[config.mk]
export PLATFORM = sky130hd
export DESIGN_NAME = enigma_rotor
export DESIGN_NICKNAME = d
export VERILOG_FILES = /design/src/rtl/enigma_rotor.sv
export SDC_FILE = /design/constraint.sdc
export NUM_CORES = 1
export LEC_CHECK = 0
export ABC_AREA = 1
export CAP_MARGIN = 20
export CORE_MARGIN = 2
export CORE_UTILIZATION = 30
export DETAILED_ROUTE_END_ITERATION = 7
export PLACE_DENSITY = 0.62
export SYNTH_ARGS = -nofsm -noshare
export SYNTH_HDL_FRONTEND = slang
export SYNTH_SLANG_ARGS = --single-unit
[constraint.sdc]
create_clock -name clk -period 10.4 [get_ports clk]
set_input_delay 2.6 -clock clk [delete_from_list [all_inputs] [get_ports clk]]
set_output_delay 2.6 -clock clk [all_outputs]
set_load 0.05 [all_outputs]
[src/rtl/enigma_rotor.sv]
`timescale 1ns/1ps
// enigma_rotor: single Enigma-style substitution rotor.
// Letters are 0..25 (A..Z) on 5 bits. The wiring permutation is applied through a
// rotating contact offset (position) and a fixed ring setting. Substitution is purely
// combinational in both directions; the only state is the position register.
module enigma_rotor #(
   parameter int unsigned ROTOR_ID = 1,
   parameter int unsigned RING     = 0,
   parameter int unsigned INIT_POS = 0
) (
   input  logic       clk,
   input  logic       rst_n,
   input  logic [4:0] data_in,
   input  logic       rotate,
   input  logic       reverse,
   input  logic       load_en,
   input  logic [4:0] load_pos,
   output logic [4:0] data_out,
   output logic [4:0] position,
   output logic       at_notch,
   output logic       carry_out
);

   // One 5-bit entry per input letter, index 0 (A) is the leftmost element.
   typedef logic [0:25][4:0] table_t;

   // Rotor I:   EKMFLGDQVZNTOWYHXUSPAIBRCJ
   localparam table_t W_I = {
      5'd4,  5'd10, 5'd12, 5'd5,  5'd11, 5'd6,  5'd3,  5'd16, 5'd21, 5'd25,
      5'd13, 5'd19, 5'd14, 5'd22, 5'd24, 5'd7,  5'd23, 5'd20, 5'd18, 5'd15,
      5'd0,  5'd8,  5'd1,  5'd17, 5'd2,  5'd9
   };

   // Rotor II:  AJDKSIRUXBLHWTMCQGZNPYFVOE
   localparam table_t W_II = {
      5'd0,  5'd9,  5'd3,  5'd10, 5'd18, 5'd8,  5'd17, 5'd20, 5'd23, 5'd1,
      5'd11, 5'd7,  5'd22, 5'd19, 5'd12, 5'd2,  5'd16, 5'd6,  5'd25, 5'd13,
      5'd15, 5'd24, 5'd5,  5'd21, 5'd14, 5'd4
   };

   // Rotor III: BDFHJLCPRTXVZNYEIWGAKMUSQO
   localparam table_t W_III = {
      5'd1,  5'd3,  5'd5,  5'd7,  5'd9,  5'd11, 5'd2,  5'd15, 5'd17, 5'd19,
      5'd23, 5'd21, 5'd25, 5'd13, 5'd24, 5'd4,  5'd8,  5'd22, 5'd6,  5'd0,
      5'd10, 5'd12, 5'd20, 5'd18, 5'd16, 5'd14
   };

   // Rotor IV:  ESOVPZJAYQUIRHXLNFTGKDCMWB
   localparam table_t W_IV = {
      5'd4,  5'd18, 5'd14, 5'd21, 5'd15, 5'd25, 5'd9,  5'd0,  5'd24, 5'd16,
      5'd20, 5'd8,  5'd17, 5'd7,  5'd23, 5'd11, 5'd13, 5'd5,  5'd19, 5'd6,
      5'd10, 5'd3,  5'd2,  5'd12, 5'd22, 5'd1
   };

   // Rotor V:   VZBRGITYUPJHLDMCSKFXEONQWA
   localparam table_t W_V = {
      5'd21, 5'd25, 5'd1,  5'd17, 5'd6,  5'd8,  5'd19, 5'd24, 5'd20, 5'd15,
      5'd9,  5'd7,  5'd11, 5'd3,  5'd12, 5'd2,  5'd18, 5'd10, 5'd5,  5'd23,
      5'd4,  5'd14, 5'd13, 5'd16, 5'd22, 5'd0
   };

   // Unknown rotor ids fall back to rotor I.
   localparam int unsigned SEL = (ROTOR_ID >= 1 && ROTOR_ID <= 5) ? ROTOR_ID : 1;

   localparam table_t WIRING = (SEL == 2) ? W_II  :
                               (SEL == 3) ? W_III :
                               (SEL == 4) ? W_IV  :
                               (SEL == 5) ? W_V   : W_I;

   localparam logic [4:0] NOTCH = (SEL == 2) ? 5'd4  :
                                  (SEL == 3) ? 5'd21 :
                                  (SEL == 4) ? 5'd9  :
                                  (SEL == 5) ? 5'd25 : 5'd16;

   // Inverse permutation built at elaboration so that INV[WIRING[x]] == x.
   function automatic table_t invert(input table_t w);
      table_t inv;
      inv = '0;
      for (int k = 0; k < 26; k++) begin
         inv[w[k]] = 5'(k);
      end
      return inv;
   endfunction

   localparam table_t INV = invert(WIRING);

   // Ring setting folded into constants: adding RING_COMP is "- RING" without going negative.
   localparam logic [6:0] RING_7     = 7'(RING % 26);
   localparam logic [6:0] RING_COMP  = 7'(26 - (RING % 26));
   localparam logic [4:0] INIT_POS_5 = 5'(INIT_POS % 26);

   // Reduce a 7-bit sum (at most 103) into 0..25 by conditional subtraction.
   function automatic logic [4:0] mod26(input logic [6:0] v);
      logic [6:0] r;
      if (v >= 7'd78) begin
         r = v - 7'd78;
      end else if (v >= 7'd52) begin
         r = v - 7'd52;
      end else if (v >= 7'd26) begin
         r = v - 7'd26;
      end else begin
         r = v;
      end
      return 5'(r);
   endfunction

   logic [4:0] position_q, position_d;
   logic [4:0] c_idx;
   logic [4:0] mapped;
   logic [4:0] sub_out;

   // Next position: a valid load wins over a step; an out-of-range load holds.
   always_comb begin
      position_d = position_q;
      if (load_en) begin
         if (load_pos <= 5'd25) begin
            position_d = load_pos;
         end
      end else if (rotate) begin
         position_d = (position_q == 5'd25) ? 5'd0 : position_q + 5'd1;
      end
   end

   // Position register, asynchronously forced to INIT_POS while reset is low.
   always_ff @(posedge clk or negedge rst_n) begin
      if (!rst_n) begin
         position_q <= INIT_POS_5;
      end else begin
         position_q <= position_d;
      end
   end

   // Substitution path: shift into the wiring frame, look up, shift back out.
   always_comb begin
      c_idx    = mod26(7'(data_in) + 7'(position_q) + RING_COMP);
      mapped   = reverse ? INV[c_idx] : WIRING[c_idx];
      // +26 first so subtracting the position can never underflow.
      sub_out  = mod26(7'(mapped) + 7'd26 - 7'(position_q) + RING_7);
      data_out = (data_in >= 5'd26) ? data_in : sub_out;
   end

   assign position  = position_q;
   assign at_notch  = (position_q == NOTCH);
   assign carry_out = rotate & at_notch;

endmodule

==> results.json <==
{
  "postCtsHoldBufs": 0,
  "grt_pass1_wl_microns": 12400,
  "grt_max_degree": 10,
  "timing.final.ws_setup_ns": -0.0842,
  "critPathMostFrequentCell": "nand2_1",
  "die_w_microns": 91.5,
  "n_antenna_cell": 0,
  "ios": 27,
  "vias": 2849,
  "maxSlewViolCount": 0,
  "start_kind": "input port",
  "post-route-period-util_pct": 101,
  "largest_reg_flops": 5,
  "detail-route-antenna-nets": 0,
  "hold_slack_ns": 0.682,
  "cp.arrival_ns": 7.88,
  "hold_viol": 0,
  "final.setup_skew_ns": 0.00429,
  "cpMaxStageDelayCell": "fa_2",
  "grt_use_total_pct": 17.4,
  "rows": 31,
  "violations": "setup timing",
  "fp.dieH_microns": 91.5,
  "routed_via_density": 4.78,
  "yosysMostFrequentCell": "nand2_1",
  "synth_common_cells": "nand2_1 (116), inv_1 (60), ha_1 (43)",
  "crit_type": "in2out",
  "fp.dieArea_sq_um": 8370,
  "syn_area_per_cell_sq_um": 5.99,
  "clock-root-buffer": "clkbuf_8",
  "nNetsFinal": 558,
  "worstPathMaxFanout": 4,
  "hpwl_microns": 5440,
  "synth_ff_type": "dfrtp_1",
  "synth_area_sq_um": 2300,
  "rsz0062_at_grt": "true",
  "drtPass1Iterations": 5,
  "htree_levels": 1,
  "drv_cap": 0,
  "synth_seq_cells": 5,
  "synth_top_area_cell": "ha_1",
  "fin_crit_ns": 10.48,
  "numCtsBuffers": 3,
  "tightest_slew_ns": 0.546,
  "min_path_type": "reg2reg",
  "slew_headroom_pct": 63.6,
  "synth_edf_count": 0,
  "clk_latency_ns": 0.23,
  "yosys_warnings": 0,
  "status": "finished with violations",
  "yosysSeqAreaShare_pct": 5.45,
  "start_util_pct": 31.3,
  "grt_pass1_vias": 2762,
  "synth_top_area_share_pct": 23.4,
  "max-clock-path-buffers": 2,
  "grt_overflow": 0,
  "portBuffers": 26,
  "critPathMaxStageDelay_ns": 0.63,
  "postRouteWirelength_microns": 7680,
  "drive_gt1_share_pct": 47.1,
  "syn-num-nets": 443,
  "synthTopCellsByArea": "ha_1 (23%), nand2_1 (19%), inv_1 (9.8%)",
  "drc": 0,
  "ys_types": 36,
  "cp-end-kind": "primary output",
  "async_flop_share_pct": 100,
  "fill_cells": 638,
  "core_sq_um": 7330,
  "clock.fmax_ghz": 0.0954,
  "reg2reg_slack_ns": 8.82,
  "clk_pin_slew_ns": 0.04,
  "drtIter0Drc": 110,
  "setup_violations": 4,
  "required_ns": 7.80,
  "tritoncts": "yes",
  "synthCells": 383,
  "antenna_found_initial": 0,
  "synthToLayoutAreaGrowth_pct": 75.8,
  "clkSinkCount": 5,
  "drt-wirelength-per-cell_microns": 12.9,
  "gp_congestion": 0.921
}
==> cell usage in the layout, fill, tap and decap left out, types with 5 or more instances in the layout <==
cell,netlist,routed
buf_4,2,80
ha_4,0,17
a21oi_1,23,13
clkdlybuf4s50_1,0,17
nand2_1,116,93
nor2_1,11,7
buf_6,2,10
o21ai_1,11,7
inv_2,5,14
o21ai_2,1,7
ha_1,43,22
dfrtp_1,5,5
nand3_2,2,8
inv_1,60,44
a21oi_2,2,12
inv_4,0,5
o21ai_0,9,5
buf_12,0,6
nand2_2,13,27
nand2_4,4,13
nand3_4,1,6
nand3_1,42,31
==> cell families (layout without fill, tap and decap cells) <==
family | Yosys count | count (layout) | share of synthesized area [%]
buf+inv | 71 | 185 | 13.1
fa+ha+maj | 45 | 45 | 25.2
xor+xnor | 6 | 6 | 2.29
flops | 5 | 5 | 5.45
compound gates | 57 | 57 | 14.3
simple gates | 199 | 199 | 39.7
==> worst max-delay path: cells and delay by family <==
kind / cells / cell delay (ns)
AOI/OAI and AO/OA: 8 / 0.90
xor gates and xnor gates: 1 / 0.20
adders and majority gates: 8 / 2.16
buffers and inverters: 10 / 0.82
and+or+nand+nor: 15 / 1.17
==> metrics by stage <==
step                area [sq um]  std cells  setup TNS (ns)  setup slack (ns)  util, %
floorplan                   2350        383         -0.0710           -0.0710        -
CTS                         3780        588               0           0.00395     51.5
finish                      4040        596          -0.147           -0.0842     55.1
global route                4040        596           -1.20            -0.370     55.1
detailed placement          3240        569           -2.26            -0.663     44.3
global placement            3240        569           -2.11            -0.618     44.3
==> what timing repair did <==
action / 4_1_cts / 5_1_grt
resized for setup: 85 / 60
pin swaps: 52 / 44
endpoints found under the setup margin: 4 / 4
buffers inserted: 15 / 9
==> path summary, 6_finish.rpt <==
check	from	to	depth (start not counted)
max in group asynchronous	rst_n	position[1]$_DFFE_PN0P_	1
setup reg to reg	position[1]$_DFFE_PN0P_	position[3]$_DFFE_PN0P_	8
min in group asynchronous	rst_n	position[3]$_DFFE_PN0P_	1
setup / recovery	data_in[1]	data_out[4]	42
hold / removal	position[4]$_DFFE_PN0P_	position[4]$_DFFE_PN0P_	2
hold reg to reg	position[4]$_DFFE_PN0P_	position[4]$_DFFE_PN0P_	2
==> final cells by class <==
| cell class | count | area, sq um | share of cell area [%] |
|---|---|---|---|
| sequential | 5 | 125 | 3.10 |
| tap | 99 | 124 | 3.07 |
| clock buffer | 4 | 45.0 | 1.12 |
| multi-input combinational | 307 | 2450 | 60.7 |
| inverter | 65 | 267 | 6.60 |
| timing repair buffer | 116 | 1030 | 25.4 |
==> routing by layer <==
| layer | wire (microns) | vias up | global-route usage (%) |
|---|---|---|---|
| met2 | 4200 | 60 | 33.5 |
| met5 | 0 | - | 0 |
| met4 | 118 | 0 | 3.91 |
| met3 | 193 | 13 | 1.74 |
| met1 | 3170 | 1313 | 20.6 |
| li1 | - | 1463 | - |
Power is left out: the tool's default activity adds up to more than one toggle a clock period on the data nets, which glitch-free logic cannot reach.
